**src/rtl/mastermind_pkg.sv**
```systemverilog
// mastermind_pkg
// Shared types and helpers for the parametrised Mastermind game core.
//   state_t  : game controller states
//   winner_t : encoding driven on the winner output
//   therm_bit: one bit of a thermometer code (bit pos is set when pos < count)
package mastermind_pkg;

   typedef enum logic [2:0] {
      IDLE      = 3'd0,
      MAKER     = 3'd1,
      BREAKER   = 3'd2,
      EVAL      = 3'd3,
      ROUND_END = 3'd4,
      DONE      = 3'd5
   } state_t;

   typedef enum logic [1:0] {
      WIN_NONE = 2'b00,
      WIN_A    = 2'b01,
      WIN_B    = 2'b10,
      WIN_TIE  = 2'b11
   } winner_t;

   // A thermometer code of value n has its n lowest bits set. The encoder is
   // expressed per bit so callers can build a field of any width without
   // carrying unused upper bits around.
   function automatic logic therm_bit(input int count, input int pos);
      return (pos < count);
   endfunction

endpackage

```
**src/rtl/mastermind_core_param_if.sv**
```systemverilog
// mastermind_core_param_if
// Groups the board-side signals of the Mastermind core.
//   enterA/enterB    : debounced enter buttons (levels)
//   SW               : symbol selected on the switches
//   round_count_disp : completed rounds
//   scoreA_disp/scoreB_disp : player scores
//   tries_left       : guesses remaining this round
//   leds_debug       : secret register, symbol 0 in the MSBs
//   led_feedback     : {exact thermometer, partial thermometer}
//   maker_is_b, game_over, winner : game status
// Modport master is the board side, slave is the core.
interface mastermind_core_param_if #(
   parameter int CODE_LEN  = 4,
   parameter int SYM_W     = 3,
   parameter int MAX_TRIES = 3,
   parameter int ROUNDS    = 4,
   parameter int WIN_SCORE = 3
);
   localparam int RW  = $clog2(ROUNDS + 1);
   localparam int SCW = $clog2(WIN_SCORE + 1);
   localparam int TW  = $clog2(MAX_TRIES + 1);

   logic                      enterA;
   logic                      enterB;
   logic [SYM_W-1:0]          SW;
   logic [RW-1:0]             round_count_disp;
   logic [SCW-1:0]            scoreA_disp;
   logic [SCW-1:0]            scoreB_disp;
   logic [TW-1:0]             tries_left;
   logic [CODE_LEN*SYM_W-1:0] leds_debug;
   logic [2*CODE_LEN-1:0]     led_feedback;
   logic                      maker_is_b;
   logic                      game_over;
   logic [1:0]                winner;

   modport master (
      output enterA, enterB, SW,
      input  round_count_disp, scoreA_disp, scoreB_disp, tries_left,
             leds_debug, led_feedback, maker_is_b, game_over, winner
   );

   modport slave (
      input  enterA, enterB, SW,
      output round_count_disp, scoreA_disp, scoreB_disp, tries_left,
             leds_debug, led_feedback, maker_is_b, game_over, winner
   );

endinterface

```
**src/rtl/mastermind_eval.sv**
```systemverilog
// mastermind_eval
// Purely combinational scoring of a guess against the secret.
//   secret, guess : CODE_LEN symbols of SYM_W bits, symbol 0 in the MSBs
//   exact         : positions where guess equals secret
//   partial       : right symbol in the wrong position
// Partial hits come from per-symbol histograms: the number of matched symbols
// regardless of position is the sum over the alphabet of min(count in secret,
// count in guess); removing the exact hits leaves the misplaced ones.
module mastermind_eval #(
   parameter int CODE_LEN = 4,
   parameter int SYM_W    = 3,
   localparam int CW      = $clog2(CODE_LEN + 1)
) (
   input  logic [0:CODE_LEN-1][SYM_W-1:0] secret,
   input  logic [0:CODE_LEN-1][SYM_W-1:0] guess,
   output logic [CW-1:0]                  exact,
   output logic [CW-1:0]                  partial
);
   localparam int NSYM = 1 << SYM_W;

   logic [CW-1:0] exact_cnt;
   logic [CW-1:0] match_sum;
   logic [CW-1:0] sec_cnt;
   logic [CW-1:0] gue_cnt;

   // Count exact positions, then histogram each symbol of the alphabet and
   // accumulate the smaller of the two counts.
   always_comb begin
      exact_cnt = '0;
      match_sum = '0;
      sec_cnt   = '0;
      gue_cnt   = '0;
      for (int p = 0; p < CODE_LEN; p++) begin
         if (secret[p] == guess[p]) exact_cnt = exact_cnt + CW'(1);
      end
      for (int s = 0; s < NSYM; s++) begin
         sec_cnt = '0;
         gue_cnt = '0;
         for (int p = 0; p < CODE_LEN; p++) begin
            if (secret[p] == SYM_W'(s)) sec_cnt = sec_cnt + CW'(1);
            if (guess[p] == SYM_W'(s))  gue_cnt = gue_cnt + CW'(1);
         end
         match_sum = match_sum + ((sec_cnt < gue_cnt) ? sec_cnt : gue_cnt);
      end
   end

   assign exact   = exact_cnt;
   assign partial = match_sum - exact_cnt;

endmodule

```
**src/rtl/mastermind_core_param.sv**
```systemverilog
// mastermind_core_param
// Two-player Mastermind game controller. The maker enters a secret one symbol
// per press, the breaker guesses with limited tries, and the game runs until
// the round limit or a win score is reached.
//   clk   : system clock
//   reset : synchronous, active-low
//   io    : board-side interface (slave modport): enter buttons, switches,
//           score/round/tries displays, feedback LEDs and game status
module mastermind_core_param
   import mastermind_pkg::*;
#(
   parameter int CODE_LEN  = 4,
   parameter int SYM_W     = 3,
   parameter int MAX_TRIES = 3,
   parameter int ROUNDS    = 4,
   parameter int WIN_SCORE = 3
) (
   input  logic                     clk,
   input  logic                     reset,
   mastermind_core_param_if.slave   io
);
   localparam int CW  = $clog2(CODE_LEN + 1);
   localparam int IW  = (CODE_LEN > 1) ? $clog2(CODE_LEN) : 1;
   localparam int RW  = $clog2(ROUNDS + 1);
   localparam int SCW = $clog2(WIN_SCORE + 1);
   localparam int TW  = $clog2(MAX_TRIES + 1);

   typedef logic [0:CODE_LEN-1][SYM_W-1:0] code_t;

   state_t                state;
   logic                  prev_a;
   logic                  prev_b;
   logic [IW-1:0]         idx;
   code_t                 secret;
   code_t                 guess;
   logic [TW-1:0]         tries;
   logic [RW-1:0]         round_cnt;
   logic [SCW-1:0]        score_a;
   logic [SCW-1:0]        score_b;
   logic                  maker_b;
   logic                  over;
   winner_t               win;
   logic [2*CODE_LEN-1:0] feedback;

   logic                  press_a;
   logic                  press_b;
   logic                  maker_press;
   logic                  breaker_press;
   logic                  last_idx;
   logic [CW-1:0]         exact_cnt;
   logic [CW-1:0]         partial_cnt;
   logic [2*CODE_LEN-1:0] fb_next;
   logic [TW-1:0]         tries_dec;
   logic [RW-1:0]         round_inc;
   logic [SCW-1:0]        score_a_inc;
   logic [SCW-1:0]        score_b_inc;
   logic                  game_ends;
   winner_t               win_next;

   mastermind_eval #(
      .CODE_LEN (CODE_LEN),
      .SYM_W    (SYM_W)
   ) u_eval (
      .secret  (secret),
      .guess   (guess),
      .exact   (exact_cnt),
      .partial (partial_cnt)
   );

   assign press_a       = io.enterA & ~prev_a;
   assign press_b       = io.enterB & ~prev_b;
   assign maker_press   = maker_b ? press_b : press_a;
   assign breaker_press = maker_b ? press_a : press_b;
   assign last_idx      = (idx == IW'(CODE_LEN - 1));
   assign tries_dec     = tries - TW'(1);

   // Saturating increments and the end-of-game decision. The round limit is
   // judged on the count this ROUND_END is about to write; the scores were
   // already updated during the preceding EVAL cycle.
   always_comb begin
      round_inc   = (round_cnt < RW'(ROUNDS))   ? round_cnt + RW'(1)  : round_cnt;
      score_a_inc = (score_a < SCW'(WIN_SCORE)) ? score_a + SCW'(1)   : score_a;
      score_b_inc = (score_b < SCW'(WIN_SCORE)) ? score_b + SCW'(1)   : score_b;
      game_ends   = (round_inc == RW'(ROUNDS)) ||
                    (score_a == SCW'(WIN_SCORE)) || (score_b == SCW'(WIN_SCORE));
      if (score_a > score_b)      win_next = WIN_A;
      else if (score_b > score_a) win_next = WIN_B;
      else                        win_next = WIN_TIE;
   end

   // Feedback LEDs: exact-hit thermometer in the upper half, partial-hit
   // thermometer in the lower half.
   always_comb begin
      fb_next = '0;
      for (int i = 0; i < CODE_LEN; i++) begin
         fb_next[CODE_LEN + i] = therm_bit(int'(exact_cnt), i);
         fb_next[i]            = therm_bit(int'(partial_cnt), i);
      end
   end

   // Game controller. Every output is a register written here; presses that
   // land in EVAL, ROUND_END or DONE simply fall through without effect.
   always_ff @(posedge clk) begin
      if (!reset) begin
         state     <= IDLE;
         prev_a    <= 1'b0;
         prev_b    <= 1'b0;
         idx       <= '0;
         secret    <= '0;
         guess     <= '0;
         tries     <= '0;
         round_cnt <= '0;
         score_a   <= '0;
         score_b   <= '0;
         maker_b   <= 1'b0;
         over      <= 1'b0;
         win       <= WIN_NONE;
         feedback  <= '0;
      end else begin
         prev_a <= io.enterA;
         prev_b <= io.enterB;
         case (state)
            IDLE: begin
               if (press_a || press_b) begin
                  maker_b <= ~press_a;
                  tries   <= TW'(MAX_TRIES);
                  idx     <= '0;
                  state   <= MAKER;
               end
            end
            MAKER: begin
               if (maker_press) begin
                  secret[idx] <= io.SW;
                  if (last_idx) begin
                     idx   <= '0;
                     state <= BREAKER;
                  end else begin
                     idx <= idx + IW'(1);
                  end
               end
            end
            BREAKER: begin
               if (breaker_press) begin
                  guess[idx] <= io.SW;
                  if (idx == '0) feedback <= '0;
                  if (last_idx) begin
                     idx   <= '0;
                     state <= EVAL;
                  end else begin
                     idx <= idx + IW'(1);
                  end
               end
            end
            EVAL: begin
               feedback <= fb_next;
               tries    <= tries_dec;
               idx      <= '0;
               if (exact_cnt == CW'(CODE_LEN)) begin
                  if (maker_b) score_a <= score_a_inc;
                  else         score_b <= score_b_inc;
                  state <= ROUND_END;
               end else if (tries_dec == '0) begin
                  if (maker_b) score_b <= score_b_inc;
                  else         score_a <= score_a_inc;
                  state <= ROUND_END;
               end else begin
                  state <= BREAKER;
               end
            end
            ROUND_END: begin
               round_cnt <= round_inc;
               maker_b   <= ~maker_b;
               tries     <= TW'(MAX_TRIES);
               secret    <= '0;
               if (game_ends) begin
                  over  <= 1'b1;
                  win   <= win_next;
                  state <= DONE;
               end else begin
                  state <= MAKER;
               end
            end
            DONE: begin
               state <= DONE;
            end
            default: begin
               state <= IDLE;
            end
         endcase
      end
   end

   assign io.round_count_disp = round_cnt;
   assign io.scoreA_disp      = score_a;
   assign io.scoreB_disp      = score_b;
   assign io.tries_left       = tries;
   assign io.leds_debug       = secret;
   assign io.led_feedback     = feedback;
   assign io.maker_is_b       = maker_b;
   assign io.game_over        = over;
   assign io.winner           = win;

endmodule

```
**src/flat_wrapper.sv**
```systemverilog
// flat-port wrapper written by rule: the top's interface ports become plain ports
module mastermind_core_param_flat import mastermind_pkg::*;
#(
   parameter int CODE_LEN  = 4,
   parameter int SYM_W     = 3,
   parameter int MAX_TRIES = 3,
   parameter int ROUNDS    = 4,
   parameter int WIN_SCORE = 3
)
  (clk, reset, io_enterA, io_enterB, io_SW, io_round_count_disp, io_scoreA_disp, io_scoreB_disp, io_tries_left, io_leds_debug, io_led_feedback, io_maker_is_b, io_game_over, io_winner);
  mastermind_core_param_if #(.CODE_LEN(CODE_LEN), .SYM_W(SYM_W), .MAX_TRIES(MAX_TRIES), .ROUNDS(ROUNDS), .WIN_SCORE(WIN_SCORE)) io_i ();
  input  logic clk;
  input  logic reset;
  input wire logic [$bits(io_i.enterA)-1:0] io_enterA;
  input wire logic [$bits(io_i.enterB)-1:0] io_enterB;
  input wire logic [$bits(io_i.SW)-1:0] io_SW;
  output wire logic [$bits(io_i.round_count_disp)-1:0] io_round_count_disp;
  output wire logic [$bits(io_i.scoreA_disp)-1:0] io_scoreA_disp;
  output wire logic [$bits(io_i.scoreB_disp)-1:0] io_scoreB_disp;
  output wire logic [$bits(io_i.tries_left)-1:0] io_tries_left;
  output wire logic [$bits(io_i.leds_debug)-1:0] io_leds_debug;
  output wire logic [$bits(io_i.led_feedback)-1:0] io_led_feedback;
  output wire logic [$bits(io_i.maker_is_b)-1:0] io_maker_is_b;
  output wire logic [$bits(io_i.game_over)-1:0] io_game_over;
  output wire logic [$bits(io_i.winner)-1:0] io_winner;
  assign io_i.enterA = io_enterA;
  assign io_i.enterB = io_enterB;
  assign io_i.SW = io_SW;
  assign io_round_count_disp = io_i.round_count_disp;
  assign io_scoreA_disp = io_i.scoreA_disp;
  assign io_scoreB_disp = io_i.scoreB_disp;
  assign io_tries_left = io_i.tries_left;
  assign io_leds_debug = io_i.leds_debug;
  assign io_led_feedback = io_i.led_feedback;
  assign io_maker_is_b = io_i.maker_is_b;
  assign io_game_over = io_i.game_over;
  assign io_winner = io_i.winner;
  mastermind_core_param #(.CODE_LEN(CODE_LEN), .SYM_W(SYM_W), .MAX_TRIES(MAX_TRIES), .ROUNDS(ROUNDS), .WIN_SCORE(WIN_SCORE)) u_core (.clk(clk), .reset(reset), .io(io_i));
endmodule
```
**config.mk**
```make
export PLATFORM = sky130hd
export DESIGN_NAME = mastermind_core_param_flat
export DESIGN_NICKNAME = d
export VERILOG_FILES = /design/src/rtl/mastermind_pkg.sv /design/src/rtl/mastermind_core_param_if.sv /design/src/rtl/mastermind_eval.sv /design/src/rtl/mastermind_core_param.sv /design/src/flat_wrapper.sv
export SDC_FILE = /design/constraint.sdc
export NUM_CORES = 1
export LEC_CHECK = 0
export CAP_MARGIN = 20
export CELL_PAD_IN_SITES_DETAIL_PLACEMENT = 0
export CELL_PAD_IN_SITES_GLOBAL_PLACEMENT = 2
export CORE_MARGIN = 2
export CORE_UTILIZATION = 33
export DETAILED_ROUTE_END_ITERATION = 7
export PLACE_DENSITY_LB_ADDON = 0.3
export SLEW_MARGIN = 20
export SYNTH_ARGS = -nofsm -noshare
export SYNTH_HDL_FRONTEND = slang
export SYNTH_SLANG_ARGS = --single-unit
```
**constraint.sdc**
```tcl
create_clock -name clk -period 5.35 [get_ports clk]
set_input_delay 1.07 -clock clk [delete_from_list [all_inputs] [get_ports clk]]
set_output_delay 1.07 -clock clk [all_outputs]
set_load 0.1 [all_outputs]
```
==> Implementation_results.wiki, run 1 <==
{| class="wikitable"
! Metric !! Value
|-
| Sequential group share of total power || 0.343
|-
| Upper clock frequency limit || between 150 and 200 MHz
|-
| Number of DRC violations after detailed routing || 0
|-
| Sequential standard cell area || ~1100 sq um
|-
| Crit share post-route || 1.06
|-
| Yosys warns || 0
|-
| Clock network power share || 0.286
|-
| Number of non-filler instances in the completed layout || approximately 1.2k
|-
| Starting Density || 0.337
|-
| Fraction of synthesis flops using an asynchronous set or reset pin || 0
|-
| Sw frac || 0.338
|-
| Cell count after placement || approximately 1.1k
|-
| Most common cell after layout, fill and taps aside || buf_4
|-
| Sum of net half-perimeters after detailed placement || roughly 15000 microns
|-
| Clock root buffer || clkbuf_16
|-
| Pin count of the biggest net entering global routing || 31
|-
| Worst Path Buf+Inv || 4
|-
| Final core utilization || 0.446
|-
| Class of the most critical setup path || register to register
|-
| CTS Buf Count || 5
|-
| Post-Syn Nets || between 800 and 900
|-
| Run status || complete, but fails checks
|-
| Weighted congestion reported at the end of routability-driven placement || roughly 0.87
|-
| Mapped cell area || between 6000 and 7000 sq um
|-
| Number of ports placed on the die boundary || 40
|-
| Largest area contributor in the netlist || ha_1
|-
| Clock input transition at the sequential cells of the worst setup and hold paths || roughly 0.07 ns
|-
| Worst Slack Setup Final || -0.296 ns
|-
| Overall power after layout || 1.17 mW
|-
| CP max-delay cell || fa_1
|-
| Violations in the final reports || setup timing
|-
| Seq/Total Area, Yosys || 0.165
|-
| Die area || between 20000 and 25000 sq um
|-
| Setup violators final || 4
|-
| Worst hold-check path type || register to register
|-
| Number of nets in the layout || approximately 1.0k
|-
| Worst clock skew || just over 0.009 ns
|-
| Aggregate negative setup slack || -0.869 ns
|-
| Post-Synthesis Cells || ~800
|-
| Net switching power of the design || 0.395 mW
|-
| Footprint of the multi-input gates || 5230 sq um
|-
| Pre-CTS setup slack || -0.463 ns
|-
| Number of global-route vias before repair || 5974
|-
| Number of failing hold endpoints at the final stage || 0
|-
| WP data required || around 5.5 ns
|-
| Highest-count cells in the layout ignoring fill and taps || buf_4, nand2_1, ha_1
|-
| Design Area, Final || 8340 sq um
|-
| Internal power contribution || between 0.7 and 0.8 mW
|-
| Number of enable-type register cells in the synthesized netlist || 0
|-
| Period minus WS final || 5.65 ns
|-
| Setup repair after global routing missed its margin || yes
|-
| CTS sink count || between 50 and 60
|-
| Largest cells by area after synthesis || ha_1, dfxtp_1, xnor2_1
|-
| GR Util All Layers || 0.192
|-
| Die boundary width || roughly 140 microns
|-
| Number of H-tree branching levels || 2
|-
| Sum of overflow across all layers after global routing || 0
|-
| Worst vdd ir || roughly 0.15 mV
|-
| Family with the most delay on the worst path || adder cells
|-
| Worst reg-to-reg setup slack || -0.30 ns
|-
| Die Span Y || about 140 microns
|-
| Delay contributed by the slowest stage of the critical path || approximately 0.55 ns
|-
| Static Leak || approximately 3.8 nW
|-
| First-pass GRT wire length || 30500 microns
|-
| Cell mode on critical path || fa_1
|-
| Yosys cell types || 61
|-
| Routed wire length || about 19000 microns
|-
| Number of max-slew violations in the final report || 0
|-
| Routed wire per std cell || 16.5 microns
|-
| Per-cell via count in the routed design || between 5 and 6
|-
| Layout filler cell count || 1875
|-
| Count of cell instances traversed by the critical path || 23
|-
| DP Area || approximately 7700 sq um
|-
| Fraction of layout instances using a drive strength above 1 || 0.278
|-
| TritonCTS clock tree || built
|-
| Largest driver fanout on the critical path || 7
|-
| Number of violations reported at the end of detailed-routing iteration 0 || just under 200
|-
| Number of cells on the worst hold path || 2
|-
| Max-capacitance violation count || 0
|-
| Type of origin of the critical path || register
|-
| Series of cell instances along the critical path || or3b_4, inv_2, ha_4, inv_2, mux2i_1, buf_4, ha_4, mux2i_2, inv_1, ha_1, o21ai_2, a21oi_2, mux2i_2, fa_1, fa_1, fa_1, ha_2, xor2_2, xnor2_2, xnor2_2, xnor3_2, a221oi_2, nor3_1
|-
| Input/output buffers || 39
|-
| # rows || 50
|-
| Final-layout worst hold slack || around 0.46 ns
|-
| R2r worst-path depth || 23
|-
| Detailed-routing iteration count for the pre-antenna-repair pass || 4
|-
| Slew HR || 0.327
|-
| Power density of the placed cells || about 140 nW/um^2
|-
| Antenna cell count || 0
|-
| Worst setup EP type || register
|-
| Area inside the core boundary || 18700 sq um
|-
| Yosys reg bits || 52
|-
| Combinational power share || 0.371
|-
| Growth of design area from synthesis to finish || 32.4%
|-
| Fraction of post-synthesis cell area in the top cell type by area || 0.173
|-
| Initial antenna violation count || 0
|-
| Maximum count of clock buffers along a single path || 2
|-
| Post-route ant nets || 0
|-
| Data arrival time of the critical path || about 5.8 ns
|-
| Average cell area after synthesis || around 8 sq um
|-
| Tightest Pin Transition || about 1 ns
|-
| Worst skew pair latency || approximately 0.3 ns
|-
| Vias after detailed routing || around 5.8k
|-
| Synth Flop Type || dfxtp_1
|}
==> cells by family (layout without fill, tap and decap cells) <==
family	count (synthesis)	in the layout	synth area share
buf+inv	123	244	0.0745
flops	52	52	0.165
compound gates	138	138	0.138
mux	29	29	0.0473
simple gates	276	276	0.229
fa+ha+maj	96	96	0.201
xor+xnor	82	82	0.145
==> power by group through the flow <==
stage	registers, mW	clock network, mW	logic [mW]
floorplan	0.432	0	0.267
global placement	0.411	0	0.396
detailed placement	0.411	0	0.407
CTS	0.402	0.348	0.428
global route	0.404	0.362	0.479
finish	0.402	0.335	0.434
==> registers in the layout, summed over array words and instances, names as in the netlist <==
signal / count
u_core.guess: 12
u_core.io.leds_debug: 12
u_core.io.led_feedback: 8
u_core.io.round_count_disp: 3
u_core.state: 3
u_core.idx: 2
u_core.io.scoreA_disp: 2
u_core.io.scoreB_disp: 2
u_core.io.tries_left: 2
u_core.io.winner: 2
u_core.io.game_over: 1
u_core.io.maker_is_b: 1
u_core.prev_a: 1
u_core.prev_b: 1
==> cells in the mapped netlist (3+ instances only) <==
cell type / n
ha_1: 87
nand2_1: 82
inv_1: 76
a21oi_1: 55
dfxtp_1: 52
nor2_1: 49
nand3_1: 43
xnor2_1: 42
clkbuf_1: 41
o21ai_0: 27
xor2_1: 26
mux2i_1: 23
and2_1: 13
nand3b_1: 13
nor3_1: 12
nor3b_1: 12
and3_1: 11
fa_1: 9
and3b_1: 8
o31ai_1: 7
xnor3_1: 7
a31oi_1: 6
buf_2: 6
mux2_2: 6
xor3_1: 6
or3_1: 5
or3b_2: 5
nor2b_1: 4
o21ba_2: 4
o21bai_1: 4
a21o_1: 3
a221oi_1: 3
nand2b_1: 3
nand4_1: 3
nor3b_2: 3
or2_2: 3
==> area by class of cell <==
| cell class | count | share of cell area |
|---|---|---|
| Tap cell | 234 | 0.0351 |
| Clock inverter | 1 | 0.000900 |
| Timing Repair Buffer | 160 | 0.157 |
| Inverter | 76 | 0.0342 |
| Sequential cell | 52 | 0.129 |
| Multi-Input combinational cell | 621 | 0.626 |
| Clock buffer | 7 | 0.0171 |
==> routing by layer <==
| layer | GRT usage | vias up | routed length (microns) |
|---|---|---|---|
| met5 | 0 | - | 0 |
| met1 | 0.223 | 2761 | 7900 |
| li1 | - | 2943 | - |
| met2 | 0.367 | 102 | 9950 |
| met4 | 0.0589 | 0 | 487 |
| met3 | 0.0222 | 29 | 700 |
==> path summary, 6_finish.rpt <==
kind	startpoint	endpoint
setup / recovery	u_core.io.leds_debug[6]	u_core.io.led_feedback[2]
hold / removal	u_core.io.led_feedback[1]	u_core.io.led_feedback[1]
hold reg to reg	u_core.io.led_feedback[1]	u_core.io.led_feedback[1]
setup reg to reg	u_core.io.leds_debug[6]	u_core.io.led_feedback[2]
==> repair_timing <==
action	in CTS	in global routing
gates resized for setup	45	48
cloned	0	0
buffers inserted	9	5
setup endpoints to repair	4	4
pin swaps	30	28
hold buffers	0	0
==> worst min-delay path, cell delays in order (launching register included) <==
cell     delay (ns)
dfxtp_1        0.32
nand2_1        0.05
a21oi_1        0.05
(Power assumes the default switching activity.)
==> run 2, diff against run 1 <==
--- a/config.mk
+++ b/config.mk
@@ -10,8 +10,9 @@
 export CELL_PAD_IN_SITES_GLOBAL_PLACEMENT = 2
 export CORE_MARGIN = 2
 export CORE_UTILIZATION = 33
+export CTS_CLUSTER_DIAMETER = 200
 export DETAILED_ROUTE_END_ITERATION = 7
-export PLACE_DENSITY_LB_ADDON = 0.3
+export PLACE_DENSITY_LB_ADDON = 0.1
 export SLEW_MARGIN = 20
 export SYNTH_ARGS = -nofsm -noshare
 export SYNTH_HDL_FRONTEND = slang
==> run 2 against run 1 <==
  * The flow still finishes with violations (setup timing)
  * Wire length rose by 2.2%
  * Critical path depth unchanged
  * Sequential share of layout area fell by 0.24 points
  * Worst hold slack better by 0.0048 ns
  * Setup slack lost 0.00076 ns
  * Via count is 1.6% higher
  * Combinational power is essentially flat
  * First-iteration DRC count is 11% higher
  * Largest cell class unchanged
==> Implementation_results.wiki, run 2 (synthesis gave the netlist of run 1 again) <==
{| class="wikitable"
! Metric !! Value
|-
| Run status || complete, but fails checks
|-
| Violations in the final reports || setup timing
|-
| Type of origin of the critical path || register
|-
| Internal power contribution || roughly 0.82 mW
|-
| Die Span Y || approximately 140 microns
|-
| Sum of net half-perimeters after detailed placement || roughly 15000 microns
|-
| Per-cell via count in the routed design || ~5
|-
| Number of nets in the layout || around 1.1k
|-
| Net switching power of the design || just over 0.4 mW
|-
| Highest-count cells in the layout ignoring fill and taps || buf_4, nand2_1, ha_1
|-
| Routed wire length || just under 20000 microns
|-
| Delay contributed by the slowest stage of the critical path || ~0.54 ns
|-
| TritonCTS clock tree || built
|-
| Slew HR || 0.323
|-
| Upper clock frequency limit || 177 MHz
|-
| Period minus WS final || ~5.6 ns
|-
| Number of violations reported at the end of detailed-routing iteration 0 || approximately 220
|-
| CP max-delay cell || fa_1
|-
| Worst skew pair latency || a little over 0.3 ns
|-
| First-pass GRT wire length || around 31000 microns
|-
| R2r worst-path depth || 23
|-
| Maximum count of clock buffers along a single path || 2
|-
| Critical R2R Launch || u_core.io.leds_debug[8]
|-
| Worst vdd ir || 0.158 mV
|-
| Worst reg-to-reg setup slack || -0.30 ns
|-
| Clock network power share || 0.316
|-
| Crit share post-route || 1.06
|-
| Cell mode on critical path || fa_1
|-
| Vias after detailed routing || slightly below 6k
|-
| Power density of the placed cells || about 140 nW/um^2
|-
| Tightest Pin Transition || 1.01 ns
|-
| Sw frac || 0.333
|-
| Fraction of layout instances using a drive strength above 1 || 0.289
|-
| Most common cell after layout, fill and taps aside || buf_4
|-
| Setup violators final || 4
|-
| Number of DRC violations after detailed routing || 0
|-
| Met2 Track Usage GR || 0.390
|-
| Number of H-tree branching levels || 2
|-
| Number of cells on the worst hold path || 2
|-
| Static Leak || 3.94 nW
|-
| Area inside the core boundary || about 19000 sq um
|-
| Number of global-route vias before repair || 6101
|-
| End of the worst hold path || u_core.io.led_feedback[5]
|-
| # rows || 50
|-
| Met3 capacity usage during global routing || 0.0158
|-
| Data arrival time of the critical path || 5.79 ns
|-
| Post-route ant nets || 0
|-
| CTS sink count || between 50 and 60
|-
| Routed wire per std cell || 16.4 microns
|-
| Initial antenna violation count || 0
|-
| Final core utilization || 0.457
|-
| Number of max-slew violations in the final report || 0
|-
| Worst Hold Launch || u_core.io.led_feedback[5]
|-
| Pre-CTS setup slack || -0.473 ns
|-
| Layout filler cell count || between 1.5k and 2k
|-
| Worst setup EP type || register
|-
| WP data required || ~5.5 ns
|-
| Detailed-routing iteration count for the pre-antenna-repair pass || 6
|-
| Clock root buffer || clkbuf_16
|-
| Largest driver fanout on the critical path || 6
|-
| Worst Slack Setup Final || -0.297 ns
|-
| Number of non-filler instances in the completed layout || approximately 1.2k
|-
| Die area || between 20000 and 25000 sq um
|-
| Die boundary width || roughly 140 microns
|-
| Sum of overflow across all layers after global routing || 0
|-
| Worst clock skew || 0.00975 ns
|-
| Class of the most critical setup path || register to register
|-
| Number of buffers inserted by hold repair at cts || 0
|-
| Worst hold-check path type || register to register
|-
| Series of cell instances along the critical path || nand2_1, or2_4, ha_4, xnor2_1, ha_1, mux2_2, ha_1, o21ai_2, a21oi_2, o21ai_1, o31ai_2, buf_4, fa_1, inv_1, fa_1, fa_1, ha_2, xor2_1, xnor2_1, xnor2_2, xnor3_2, a221oi_2, nor3_1
|-
| GR Util All Layers || 0.198
|-
| Clock input transition at the sequential cells of the worst setup and hold paths || roughly 0.08 ns
|-
| Antenna cell count || 0
|-
| Growth of design area from synthesis to finish || 35.6%
|-
| Overall power after layout || approximately 1.2 mW
|-
| Setup repair after global routing missed its margin || yes
|-
| Combinational power share || 0.355
|-
| Number of ports placed on the die boundary || 40
|-
| Number of failing hold endpoints at the final stage || 0
|-
| Sequential group share of total power || 0.329
|-
| CTS Buf Count || 5
|-
| Max-capacitance violation count || 0
|-
| Weighted congestion reported at the end of routability-driven placement || between 0.8 and 0.9
|-
| Input/output buffers || 39
|-
| Cell count after placement || between 1k and 1.5k
|-
| Met1 global-route usage || 0.230
|-
| Pin count of the biggest net entering global routing || 31
|-
| Starting Density || 0.337
|-
| GRT Max-Usage Layer || met2
|-
| RR Endpoint || u_core.io.led_feedback[2]
|}
## run 2: how the worst max path moves through the flow
stage | from | to | slack [ns] | cells after the start
after global routing | u_core.io.leds_debug[11] | u_core.io.led_feedback[2] | -0.52 | 23
after floorplan | u_core.io.leds_debug[7] | u_core.io.led_feedback[2] | -0.21 | 22
after global placement | u_core.guess[7] | u_core.io.led_feedback[2] | -0.35 | 22
after CTS | u_core.io.leds_debug[11] | u_core.io.led_feedback[2] | -0.26 | 22
final | u_core.io.leds_debug[8] | u_core.io.led_feedback[2] | -0.30 | 23
after detailed placement | u_core.guess[7] | u_core.io.led_feedback[0] | -0.47 | 22
## run 2: per-layer routing
metal	vias to the layer above	wire (microns)
met5	-	0
met2	70	10500
met4	0	359
met3	18	490
li1	3016	-
met1	2824	8140
## run 2: layout make-up
class	instances	area, sq um	share of cell area
clock inverter	3	46.3	0.00542
inverter	76	285	0.0334
sequential	52	1080	0.127
timing repair buffer	192	1580	0.184
tap	234	293	0.0343
multi-input combinational	621	5130	0.601
clock buffer	5	125	0.0146
## run 2: power by group through the flow
| stage | Sequential, mW | Clock [mW] | Combinational (mW) |
|---|---|---|---|
| detailed placement | 0.414 | 0 | 0.401 |
| global placement | 0.413 | 0 | 0.392 |
| global route | 0.404 | 0.414 | 0.472 |
| floorplan | 0.432 | 0 | 0.267 |
| CTS | 0.404 | 0.399 | 0.435 |
| finish | 0.402 | 0.387 | 0.435 |
## run 2: worst max-delay path: cells and delay by family (launching register included)
| kind | cells | cell delay, ns |
|---|---|---|
| AOI/OAI and AO/OA | 5 | 0.62 |
| xor gates and xnor gates | 5 | 1.06 |
| adders and majority gates | 7 | 2.53 |
| buffers and inverters | 2 | 0.21 |
| DFF | 1 | 0.41 |
| muxes | 1 | 0.28 |
| and+or+nand+nor | 3 | 0.37 |
## run 2: timing repair
item,in CTS,in global routing
gates cloned,0,0
endpoints found under the setup margin,4,4
buffers inserted,20,4
resized for setup,53,30
pin swaps,44,14
## run 2: per-stage QoR
stage          setup TNS, ns  hold WS, ns  cell area (sq um)
2_1_floorplan         -0.775        0.483               6430
3_3_place_gp           -1.37        0.453               7880
3_5_place_dp           -1.84        0.458               7880
4_1_cts               -0.944        0.473               8430
5_1_grt                -1.97        0.507               8540
6_report               -1.06        0.468               8540
==> run 3, diff against run 2 <==
--- a/config.mk
+++ b/config.mk
@@ -13,6 +13,7 @@
 export CTS_CLUSTER_DIAMETER = 200
 export DETAILED_ROUTE_END_ITERATION = 7
 export PLACE_DENSITY_LB_ADDON = 0.1
+export REMOVE_ABC_BUFFERS = 1
 export SLEW_MARGIN = 20
 export SYNTH_ARGS = -nofsm -noshare
 export SYNTH_HDL_FRONTEND = slang
==> run 3 against run 2 <==
  * The flow still finishes with violations (setup timing)
  * Flip-flop and latch count is the same
  * First-iteration DRC count is 12% lower
  * Setup slack improved by 0.053 ns
  * Global-route usage is 0.43 points lower
  * Critical path type unchanged
  * Largest power group unchanged
==> Implementation_results.wiki, run 3 (synthesis gave the netlist of run 1 again) <==
{| class="wikitable"
! Metric !! Value
|-
| Sum of overflow across all layers after global routing || 0
|-
| Weighted congestion reported at the end of routability-driven placement || roughly 0.8
|-
| CTS Buf Count || 5
|-
| Setup violators final || 4
|-
| Number of global-route vias before repair || approximately 6.1k
|-
| Clock input transition at the sequential cells of the worst setup and hold paths || about 0.080 ns
|-
| CTS sink count || 52
|-
| Sequential standard cell area || 1080 sq um
|-
| Pre-CTS setup slack || -0.486 ns
|-
| Clock root buffer || clkbuf_16
|-
| Combinational power share || 0.368
|-
| Detailed-routing iteration count for the pre-antenna-repair pass || 5
|-
| Worst Hold Launch || u_core.io.led_feedback[5]
|-
| Number of DRC violations after detailed routing || 0
|-
| Largest driver fanout on the critical path || 4
|-
| Class of the most critical setup path || register to register
|-
| Tightest Pin Transition || roughly 1.0 ns
|-
| Number of nets in the layout || roughly 1.1k
|-
| TritonCTS clock tree || built
|-
| Run status || complete, but fails checks
|-
| Type of origin of the critical path || register
|-
| Worst hold-check path type || register to register
|-
| Upper clock frequency limit || 179 MHz
|-
| Initial antenna violation count || 0
|-
| Post-route ant nets || 0
|-
| Critical R2R Launch || u_core.guess[6]
|-
| Fraction of layout instances using a drive strength above 1 || 0.324
|-
| Maximum count of clock buffers along a single path || 2
|-
| Worst clock skew || ~0.009 ns
|-
| Routed wire length || ~19000 microns
|-
| Footprint of the multi-input gates || about 5400 sq um
|-
| Die area || about 20000 sq um
|-
| Layout filler cell count || about 1.9k
|-
| Pin count of the biggest net entering global routing || 31
|-
| Routed wire per std cell || approximately 16 microns
|-
| Worst skew pair latency || 0.31 ns
|-
| Sw frac || 0.344
|-
| Starting Density || 0.337
|-
| Per-cell via count in the routed design || 5.03
|-
| Violations in the final reports || setup timing
|-
| Setup repair after global routing missed its margin || yes
|-
| Net switching power of the design || between 0.4 and 0.5 mW
|-
| WP data required || between 5 and 6 ns
|-
| Crit share post-route || 1.05
|-
| Clock network power share || 0.294
|-
| Number of H-tree branching levels || 2
|-
| Highest-count cells in the layout ignoring fill and taps || buf_4, nand2_1, ha_1
|-
| GR Util All Layers || 0.194
|-
| First-pass GRT wire length || 30700 microns
|-
| Growth of design area from synthesis to finish || 39.5%
|-
| Critical Path Start || u_core.guess[6]
|-
| Vias after detailed routing || between 5k and 6k
|-
| Design Area, Final || between 8000 and 9000 sq um
|-
| Die boundary width || ~140 microns
|-
| Sum of net half-perimeters after detailed placement || 15300 microns
|-
| Internal power contribution || slightly below 0.8 mW
|-
| Worst vdd ir || roughly 0.18 mV
|-
| Sequential group share of total power || 0.338
|-
| Met2 wirelength from detailed routing || a little over 10000 microns
|-
| Number of buffers inserted by hold repair at cts || 0
|-
| Number of violations reported at the end of detailed-routing iteration 0 || ~190
|-
| Routed wl met3 || 333 microns
|-
| Slew HR || 0.307
|-
| DP Area || 7890 sq um
|-
| Die Span Y || about 140 microns
|-
| Worst Slack Setup Final || -0.245 ns
|-
| Static Leak || between 3 and 4 nW
|-
| Max-capacitance violation count || 0
|-
| # rows || 50
|-
| Power density of the placed cells || between 100 and 150 nW/um^2
|-
| Number of ports placed on the die boundary || 40
|-
| Top routing layer in use || met4
|-
| Number of max-slew violations in the final report || 0
|-
| Most common cell after layout, fill and taps aside || buf_4
|-
| Number of failing hold endpoints at the final stage || 0
|-
| Period minus WS final || approximately 5.6 ns
|-
| Area inside the core boundary || around 19000 sq um
|-
| Wl on met1 || around 8300 microns
|-
| Input/output buffers || 39
|-
| Data arrival time of the critical path || approximately 5.7 ns
|-
| Worst setup EP type || register
|-
| Antenna cell count || 0
|-
| Aggregate negative setup slack || -0.899 ns
|}
## run 3: cell types whose count changed in the layout (fill, tap and decap cells not counted), moves of 3 or more
cell	change
ha_4	+9
ha_1	-8
inv_1	-7
inv_2	+6
mux2i_1	-6
mux2i_2	+6
nor2_1	-3
nor2_4	+3
o21ai_2	+3
## run 3: worst paths after layout
check                                                  to  slack [ns]  cells after the start
worst max-delay path            u_core.io.led_feedback[2]       -0.24                     23
worst min-delay path            u_core.io.led_feedback[5]        0.46                      2
worst max register to register  u_core.io.led_feedback[2]       -0.24                     23
worst min register to register  u_core.io.led_feedback[5]        0.46                      2
## run 3: worst max-delay path, cell delays in order (launching register included)
cell and delay [ns]:
dfxtp_4 0.37, or3b_4 0.41, inv_2 0.08, ha_4 0.20, xnor2_2 0.13, ha_1 0.28, mux2_4 0.29, inv_4 0.06
ha_4 0.19, o21ai_2 0.06, a21oi_2 0.08, nor2_2 0.14, mux2i_2 0.29, fa_1 0.47, inv_2 0.08, fa_1 0.44
fa_1 0.47, ha_2 0.21, xor2_2 0.15, xnor2_1 0.13, xnor2_1 0.27, xnor3_2 0.35, a221oi_2 0.19, nor3_1 0.07
## run 3: area by class of cell
class	count	area share
clock inverters	3	0.00299
inverters	76	0.0328
flip-flops and latches	52	0.123
clock buffers	5	0.0142
well taps	234	0.0333
repair buffers	194	0.184
multi-input cells	621	0.610
## run 3: power by group through the flow
stage	Clock (mW)	Sequential (mW)	Combinational (mW)
after global placement	0	0.412	0.397
after CTS	0.355	0.401	0.430
final	0.347	0.400	0.435
after floorplan	0	0.438	0.254
after detailed placement	0	0.412	0.407
after global routing	0.369	0.401	0.479
## run 3: metrics by stage
| step | std cells | utilization | hold slack [ns] | total power, mW |
|---|---|---|---|---|
| 2_1_floorplan | 749 | - | 0.483 | 0.692 |
| 3_3_place_gp | 1160 | 0.422 | 0.447 | 0.809 |
| 3_5_place_dp | 1160 | 0.422 | 0.452 | 0.819 |
| 4_1_cts | 1181 | 0.457 | 0.464 | 1.19 |
| 5_1_grt | 1185 | 0.470 | 0.480 | 1.25 |
| 6_report | 1185 | 0.470 | 0.460 | 1.18 |
## run 3: metal layers
layer / global-route usage / vias to the layer above
li1: - / 3009
met1: 0.227 / 2865
met2: 0.375 / 65
met3: 0.0151 / 21
met4: 0.0532 / 0
met5: 0 / -
## run 3: repair_timing
action                     CTS  global route
setup buffers               13             4
setup endpoints to repair    4             4
resized for setup          104            52
pin swaps                   44            32
